==> config.mk <==
export PLATFORM = sky130hd
export DESIGN_NAME = pet2001ps2_kbd
export DESIGN_NICKNAME = d
export VERILOG_FILES = /design/src/rtl/pet2001ps2_kbd.sv
export SDC_FILE = /design/constraint.sdc
export NUM_CORES = 1
export LEC_CHECK = 0
export CELL_PAD_IN_SITES_DETAIL_PLACEMENT = 0
export CELL_PAD_IN_SITES_GLOBAL_PLACEMENT = 1
export CORE_ASPECT_RATIO = 1.25
export CORE_MARGIN = 2
export CORE_UTILIZATION = 40
export CTS_BUF_LIST = sky130_fd_sc_hd__clkbuf_4
export CTS_CLUSTER_DIAMETER = 50
export DETAILED_ROUTE_END_ITERATION = 7
export MAX_ROUTING_LAYER = met4
export PLACE_DENSITY_LB_ADDON = 0.1
export SYNTH_ARGS = -nofsm -noshare
export SYNTH_HDL_FRONTEND = slang
export SYNTH_SLANG_ARGS = --single-unit
==> constraint.sdc <==
create_clock -name clk -period 7.9 [get_ports clk]
set_clock_uncertainty 0.1 [all_clocks]
set_input_delay 1.58 -clock clk [delete_from_list [all_inputs] [get_ports clk]]
set_output_delay 1.58 -clock clk [all_outputs]
set_load 0.03 [all_outputs]
==> src/rtl/pet2001ps2_kbd.sv <==
// PS/2 keyboard to PET 2001 (graphics layout) 10x8 key matrix, read back per PIA1 row select.
// Define PS2_PARITY_CHECK_EN to drop frames whose data+parity bits have even parity.
module pet2001ps2_kbd #(
  parameter int unsigned FILT_LEN    = 8,
  parameter int unsigned TIMEOUT_CYC = 20000
) (
  input  logic       clk,
  input  logic       reset,
  input  logic       ps2_clk,
  input  logic       ps2_data,
  input  logic [3:0] keyrow,
  output logic [7:0] keyin,
  output logic       key_event,
  output logic       frame_err
);

  localparam int unsigned FW = $clog2(FILT_LEN) + 1;
  localparam int unsigned TW = $clog2(TIMEOUT_CYC) + 1;

  typedef enum logic [1:0] {StIdle, StData, StParity, StStop} rx_state_e;

  logic [1:0]    clk_sync_q, data_sync_q;
  logic          clk_filt_q;
  logic [FW-1:0] filt_cnt_q;
  logic          filt_done, strobe, rx_data;

  rx_state_e     state_q, state_d;
  logic [2:0]    bit_cnt_q, bit_cnt_d;
  logic [7:0]    shift_q, shift_d;
  logic [TW-1:0] tmo_q, tmo_d;
  logic          byte_done, rx_err, parity_ok;

  logic [79:0]   matrix_q;
  logic          ext_q, rel_q;
  logic [7:0]    keyin_q, keyin_d;
  logic          key_event_q, frame_err_q;

  logic [8:0]    map_entry;
  logic          map_valid, map_shift;
  logic [3:0]    map_row;
  logic [2:0]    map_col;

  assign rx_data   = data_sync_q[1];
  assign filt_done = (filt_cnt_q == FW'(FILT_LEN - 1));
  // Strobe on the exact cycle the filtered clock commits to low.
  assign strobe    = clk_filt_q & ~clk_sync_q[1] & filt_done;

  always_ff @(posedge clk) begin
    if (reset) begin
      clk_sync_q  <= 2'b11;
      data_sync_q <= 2'b11;
      clk_filt_q  <= 1'b1;
      filt_cnt_q  <= '0;
    end else begin
      clk_sync_q  <= {clk_sync_q[0], ps2_clk};
      data_sync_q <= {data_sync_q[0], ps2_data};
      if (clk_sync_q[1] == clk_filt_q) begin
        filt_cnt_q <= '0;
      end else if (filt_done) begin
        clk_filt_q <= clk_sync_q[1];
        filt_cnt_q <= '0;
      end else begin
        filt_cnt_q <= filt_cnt_q + 1'b1;
      end
    end
  end

`ifdef PS2_PARITY_CHECK_EN
  logic parity_q;
  always_ff @(posedge clk) begin
    if (reset) begin
      parity_q <= 1'b0;
    end else if (state_q == StParity && strobe) begin
      parity_q <= rx_data;
    end
  end
  assign parity_ok = ^{shift_q, parity_q};
`else
  assign parity_ok = 1'b1;
`endif

  always_comb begin
    state_d   = state_q;
    bit_cnt_d = bit_cnt_q;
    shift_d   = shift_q;
    tmo_d     = tmo_q;
    byte_done = 1'b0;
    rx_err    = 1'b0;
    unique case (state_q)
      StIdle: begin
        if (strobe && !rx_data) begin
          state_d   = StData;
          bit_cnt_d = '0;
        end
      end
      StData: begin
        if (strobe) begin
          shift_d   = {rx_data, shift_q[7:1]};
          bit_cnt_d = bit_cnt_q + 1'b1;
          if (bit_cnt_q == 3'd7) state_d = StParity;
        end
      end
      StParity: begin
        if (strobe) state_d = StStop;
      end
      StStop: begin
        if (strobe) begin
          state_d = StIdle;
          if (rx_data && parity_ok) byte_done = 1'b1;
          else                      rx_err    = 1'b1;
        end
      end
      default: state_d = StIdle;
    endcase
    if (state_q == StIdle || strobe) begin
      tmo_d = '0;
    end else if (tmo_q == TW'(TIMEOUT_CYC - 1)) begin
      state_d = StIdle;
      rx_err  = 1'b1;
      tmo_d   = '0;
    end else begin
      tmo_d = tmo_q + 1'b1;
    end
  end

  always_ff @(posedge clk) begin
    if (reset) begin
      state_q   <= StIdle;
      bit_cnt_q <= '0;
      shift_q   <= '0;
      tmo_q     <= '0;
    end else begin
      state_q   <= state_d;
      bit_cnt_q <= bit_cnt_d;
      shift_q   <= shift_d;
      tmo_q     <= tmo_d;
    end
  end

  // Entry: {valid, row, col, add_lshift}; shifted PET keys also drive row 8 col 0.
  always_comb begin
    map_entry = '0;
    case ({ext_q, shift_q})
      9'h015: map_entry = {1'b1, 4'd2, 3'd0, 1'b0}; // Q
      9'h024: map_entry = {1'b1, 4'd2, 3'd1, 1'b0}; // E
      9'h02C: map_entry = {1'b1, 4'd2, 3'd2, 1'b0}; // T
      9'h03C: map_entry = {1'b1, 4'd2, 3'd3, 1'b0}; // U
      9'h044: map_entry = {1'b1, 4'd2, 3'd4, 1'b0}; // O
      9'h03D: map_entry = {1'b1, 4'd2, 3'd6, 1'b0}; // 7
      9'h046: map_entry = {1'b1, 4'd2, 3'd7, 1'b0}; // 9
      9'h01D: map_entry = {1'b1, 4'd3, 3'd0, 1'b0}; // W
      9'h02D: map_entry = {1'b1, 4'd3, 3'd1, 1'b0}; // R
      9'h035: map_entry = {1'b1, 4'd3, 3'd2, 1'b0}; // Y
      9'h043: map_entry = {1'b1, 4'd3, 3'd3, 1'b0}; // I
      9'h04D: map_entry = {1'b1, 4'd3, 3'd4, 1'b0}; // P
      9'h03E: map_entry = {1'b1, 4'd3, 3'd6, 1'b0}; // 8
      9'h04A: map_entry = {1'b1, 4'd3, 3'd7, 1'b0}; // /
      9'h14A: map_entry = {1'b1, 4'd3, 3'd7, 1'b0}; // keypad /
      9'h01C: map_entry = {1'b1, 4'd4, 3'd0, 1'b0}; // A
      9'h023: map_entry = {1'b1, 4'd4, 3'd1, 1'b0}; // D
      9'h034: map_entry = {1'b1, 4'd4, 3'd2, 1'b0}; // G
      9'h03B: map_entry = {1'b1, 4'd4, 3'd3, 1'b0}; // J
      9'h04B: map_entry = {1'b1, 4'd4, 3'd4, 1'b0}; // L
      9'h025: map_entry = {1'b1, 4'd4, 3'd6, 1'b0}; // 4
      9'h036: map_entry = {1'b1, 4'd4, 3'd7, 1'b0}; // 6
      9'h01B: map_entry = {1'b1, 4'd5, 3'd0, 1'b0}; // S
      9'h02B: map_entry = {1'b1, 4'd5, 3'd1, 1'b0}; // F
      9'h033: map_entry = {1'b1, 4'd5, 3'd2, 1'b0}; // H
      9'h042: map_entry = {1'b1, 4'd5, 3'd3, 1'b0}; // K
      9'h02E: map_entry = {1'b1, 4'd5, 3'd6, 1'b0}; // 5
      9'h01A: map_entry = {1'b1, 4'd6, 3'd0, 1'b0}; // Z
      9'h021: map_entry = {1'b1, 4'd6, 3'd1, 1'b0}; // C
      9'h032: map_entry = {1'b1, 4'd6, 3'd2, 1'b0}; // B
      9'h03A: map_entry = {1'b1, 4'd6, 3'd3, 1'b0}; // M
      9'h04C: map_entry = {1'b1, 4'd6, 3'd4, 1'b0}; // ;
      9'h05A: map_entry = {1'b1, 4'd6, 3'd5, 1'b0}; // Return
      9'h15A: map_entry = {1'b1, 4'd6, 3'd5, 1'b0}; // keypad Enter
      9'h016: map_entry = {1'b1, 4'd6, 3'd6, 1'b0}; // 1
      9'h026: map_entry = {1'b1, 4'd6, 3'd7, 1'b0}; // 3
      9'h022: map_entry = {1'b1, 4'd7, 3'd0, 1'b0}; // X
      9'h02A: map_entry = {1'b1, 4'd7, 3'd1, 1'b0}; // V
      9'h031: map_entry = {1'b1, 4'd7, 3'd2, 1'b0}; // N
      9'h041: map_entry = {1'b1, 4'd7, 3'd3, 1'b0}; // ,
      9'h01E: map_entry = {1'b1, 4'd7, 3'd6, 1'b0}; // 2
      9'h012: map_entry = {1'b1, 4'd8, 3'd0, 1'b0}; // LShift
      9'h059: map_entry = {1'b1, 4'd8, 3'd5, 1'b0}; // RShift
      9'h045: map_entry = {1'b1, 4'd8, 3'd6, 1'b0}; // 0
      9'h029: map_entry = {1'b1, 4'd9, 3'd2, 1'b0}; // Space
      9'h076: map_entry = {1'b1, 4'd9, 3'd4, 1'b0}; // Esc -> STOP
      9'h049: map_entry = {1'b1, 4'd9, 3'd6, 1'b0}; // .
      9'h16C: map_entry = {1'b1, 4'd0, 3'd6, 1'b0}; // Home
      9'h174: map_entry = {1'b1, 4'd0, 3'd7, 1'b0}; // Right
      9'h16B: map_entry = {1'b1, 4'd0, 3'd7, 1'b1}; // Left = shift + Right
      9'h172: map_entry = {1'b1, 4'd1, 3'd6, 1'b0}; // Down
      9'h175: map_entry = {1'b1, 4'd1, 3'd6, 1'b1}; // Up = shift + Down
      9'h066: map_entry = {1'b1, 4'd1, 3'd7, 1'b0}; // Backspace -> DEL
      default: map_entry = '0;
    endcase
  end

  assign {map_valid, map_row, map_col, map_shift} = map_entry;

  always_comb begin
    keyin_d = 8'hFF;
    if (keyrow <= 4'd9) keyin_d = matrix_q[{keyrow, 3'b000} +: 8];
  end

  always_ff @(posedge clk) begin
    if (reset) begin
      matrix_q    <= '1;
      ext_q       <= 1'b0;
      rel_q       <= 1'b0;
      keyin_q     <= 8'hFF;
      key_event_q <= 1'b0;
      frame_err_q <= 1'b0;
    end else begin
      keyin_q     <= keyin_d;
      key_event_q <= 1'b0;
      frame_err_q <= rx_err;
      if (byte_done) begin
        case (shift_q)
          8'hE0: ext_q <= 1'b1;
          8'hF0: rel_q <= 1'b1;
          8'hAA: begin
            matrix_q <= '1;
            ext_q    <= 1'b0;
            rel_q    <= 1'b0;
          end
          default: begin
            ext_q <= 1'b0;
            rel_q <= 1'b0;
            if (map_valid) begin
              matrix_q[{map_row, map_col}] <= rel_q;
              if (map_shift) matrix_q[7'd64] <= rel_q;
              key_event_q <= 1'b1;
            end
          end
        endcase
      end
    end
  end

  assign keyin     = keyin_q;
  assign key_event = key_event_q;
  assign frame_err = frame_err_q;

endmodule

==> flow_metrics.tcl <==
set metrics [dict create \
    status "complete, no violations" \
    drv_slew 0 \
    critical_path_class "register to register" \
    arrival_ns 4.46 \
    die-width_um 118.8 \
    cts_tree "built" \
    power_switching_w 0.0002961 \
    async_flop_share_pct 0 \
    hpwl_mm 14.97 \
    synth_simple_gate_area_share_pct 27.06 \
    synth_xor_area_share_pct 2.391 \
    crit_chain "or4bb_1, or3_1, o211a_1, and4_4, and4_4, nor3b_4, buf_4, nor3b_2, a21oi_1" \
    synth-compound-area-share_pct 17.37 \
    clock.fmax_mhz 240.4 \
    rrSetupSlack_ns 3.74 \
    routedWlPerCell_um 21.38 \
    worst_pin_slew_ns 1.073 \
    finalCriticalPeriod_ns 4.160 \
    syn-num-nets 768 \
    h-tree-depth 4 \
    synthCells 755 \
    coreArea_um2 16140 \
    clock_path_buffers 2 \
    hp-start "clk_sync_q[0]" \
    hold_violations 0 \
    vias 5699 \
    cts.hold.buffers_added 0 \
    reg2reg_depth 9 \
    path_max_fanout 33 \
    netlist.area_leader.share_pct 39.48 \
    fin_ws_ns 3.740 \
    power_density_nw_per_um2 167.7 \
    synthFlopType "dfxtp_1" \
    drtPass1Iterations 5 \
    end_kind "register" \
    irDropWorstVdd_mv 0.05995 \
    leakage_nw 2.426 \
    totalWireLength_mm 20.80 \
    gp_congestion 0.9760 \
    num_io_pins 18 \
    synthAdderAreaFrac_pct 0.9489 \
    vias_per_cell 5.857 \
    max_stage_delay_ns 1.03 \
    start_util_pct 40.86 \
    portBuffers 17 \
    synthMuxAreaShare_pct 8.351 \
    max_cap_viol_count 0 \
    drcViolationCount 0 \
    r2r-start "shift_q[2]" \
    antenna_found_initial 1 \
    tns_ns 0 \
    post_cts_buffers 0 \
    grt_max_degree 36 \
    clkPwrFrac_pct 40.0 \
    placedCellCount 941 \
    rsz0062_at_grt "false" \
    synthDistinctLibCells 70 \
    clock_latency_ns 0.56 \
    hold_end "clk_sync_q[1]" \
    clock-root-buffer "clkbuf_4" \
    cts_sinks 130 \
    grt_overflow 0 \
    p_int_w 0.0009050 \
    layoutNonFillerInstCount 973 \
    yosys-top-cells-area "dfxtp_1, a21oi_1, mux4_2" \
    hold_slack_ns 0.3293 \
    cts_buffers 17 \
    synth_edf_count 0 \
    final_antenna_net_count 0 \
    drt_iter0_markers 373 \
    fin_crit_sh_pct 52.66 \
    worst_path_max_delay_cell "dfxtp_1" \
    synth_top_family_by_area "simple AND/OR/NAND/NOR gates" \
    first_global_vias 5530 \
    slew_headroom_pct 28.37 \
    yosysWarnings 0 \
    avgSynthCellArea_um2 8.732 \
    track_usage_pct 24.73 \
    drive_gt1_share_pct 11.38 \
    layout_common_cells "dfxtp_1, a21oi_1, nor2_1" \
    yosysTopAreaCell "dfxtp_1" \
    p_comb_share_pct 4.4 \
    place_ws_ns 3.855 \
    cts-resized-gates 0 \
    synthToLayoutAreaGrowth_pct 8.654 \
    yosysSeqAreaShare_pct 39.48 \
    grt_pass1_wl_mm 31.99 \
    synth-seq-cells 130 \
    worstPathRequired_ns 8.20 \
    final_nets 757 \
    critPathLaunchType "register" \
    switching_share_pct 24.65 \
    postLayoutCoreUtil_pct 44.39 \
    hold_class "register to register" \
    cts.clk_slew.worst_paths_ns 0.12 \
    setup_viol 0 \
    hold_path_depth 1 \
    seq_power_share_pct 55.7 \
    dieArea_um2 17530 \
    layout_commonest_cell "dfxtp_1" \
    rows 52 \
    crit-reg2reg-capture "matrix_q[59]" \
    cpMostUsedCell "and4_4" \
    die_h_um 147.5 \
    synth_area_um2 6593 \
]
[worst max-delay path: cells and delay by family (launching register included)]
family                 cells  cell delay, ns
AOI/OAI and AO/OA          2            0.29
buffers and inverters      1            0.35
DFF                        1            1.03
and+or+nand+nor            6            2.25
[logic make-up after synthesis]
group                    Yosys count
AO/OA/AOI/OAI                    188
XOR/XNOR                          18
flip-flops                       130
multiplexers                      35
adder cells (fa/ha/maj)            5
buffers and inverters             66
AND/OR/NAND/NOR                  313
[power groups by stage]
stage	combinational, W	sequential (W)	clock (W)
6_report	0.0000525	0.000669	0.000480
5_1_grt	0.0000568	0.000670	0.000524
4_1_cts	0.0000530	0.000669	0.000495
3_5_place_dp	0.0000529	0.000684	0
3_3_place_gp	0.0000522	0.000684	0
2_1_floorplan	0.0000315	0.000685	0
[flip-flops by register name (all words and copies together), names as in the netlist, 2 cells and up]
register	count
shift_q	8
data_sync_q	2
matrix_q	80
keyin	8
clk_sync_q	2
tmo_q	16
state_q	2
bit_cnt_q	3
filt_cnt_q	4
[final cells by class]
| class | count | area, µm² |
|---|---|---|
| Clock inverter | 13 | 160.2 |
| Antenna cell | 1 | 2.502 |
| Fill cell | 1701 | 8972 |
| Sequential cell | 130 | 2603 |
| Inverter | 7 | 26.28 |
| Multi-Input combinational cell | 559 | 3716 |
| Clock buffer | 18 | 135.1 |
| Timing Repair Buffer | 29 | 250.2 |
| Tap cell | 216 | 270.3 |
[synth_stat cells, types with 4 or more instances]
| master | instances |
|---|---|
| a211oi_1 | 14 |
| a21o_1 | 4 |
| a21oi_1 | 82 |
| a311oi_1 | 5 |
| a31oi_1 | 15 |
| and3_1 | 8 |
| buf_1 | 4 |
| buf_2 | 13 |
| buf_4 | 5 |
| clkbuf_1 | 36 |
| dfxtp_1 | 130 |
| ha_1 | 5 |
| inv_1 | 7 |
| mux2i_1 | 19 |
| mux4_2 | 16 |
| nand2_1 | 52 |
| nand2b_1 | 43 |
| nand3_1 | 21 |
| nand4_1 | 7 |
| nand4b_1 | 4 |
| nor2_1 | 65 |
| nor2b_1 | 13 |
| nor3_1 | 17 |
| nor3b_1 | 7 |
| nor4_1 | 5 |
| nor4b_1 | 4 |
| o21ai_0 | 31 |
| o221ai_1 | 10 |
| or2_1 | 19 |
| or2_2 | 11 |
| or3_1 | 6 |
| xnor2_1 | 9 |
| xor2_1 | 9 |
[worst max-delay path by stage]
| stage | startpoint | to | slack, ns | depth (start not counted) |
|---|---|---|---|---|
| 2_1_floorplan | keyrow[0] | keyin[6] | 4.43 | 5 |
| 4_1_cts | shift_q[2] | matrix_q[31] | 3.84 | 8 |
| 3_3_place_gp | shift_q[2] | matrix_q[59] | 3.93 | 9 |
| 6_report | shift_q[2] | matrix_q[59] | 3.74 | 9 |
| 3_5_place_dp | shift_q[2] | matrix_q[59] | 3.85 | 9 |
| 5_1_grt | shift_q[2] | matrix_q[31] | 3.58 | 8 |
[routing by layer]
metal  vias to the layer above  track usage, %  wire, µm
met1                      2753           28.58      8518
met2                       162           41.38     10360
met3                        59           3.935       883
met5                         -               -         0
met4                         0           12.86      1037
li1                       2725               -         -
[stage by stage]
step,instance area (µm²),power (W)
global route,7163,0.001250
CTS,7161,0.001217
detailed placement,6865,0.0007366
floorplan,6593,0.0007163
global placement,6865,0.0007357
finish,7163,0.001201
(Power assumes the default switching activity.)
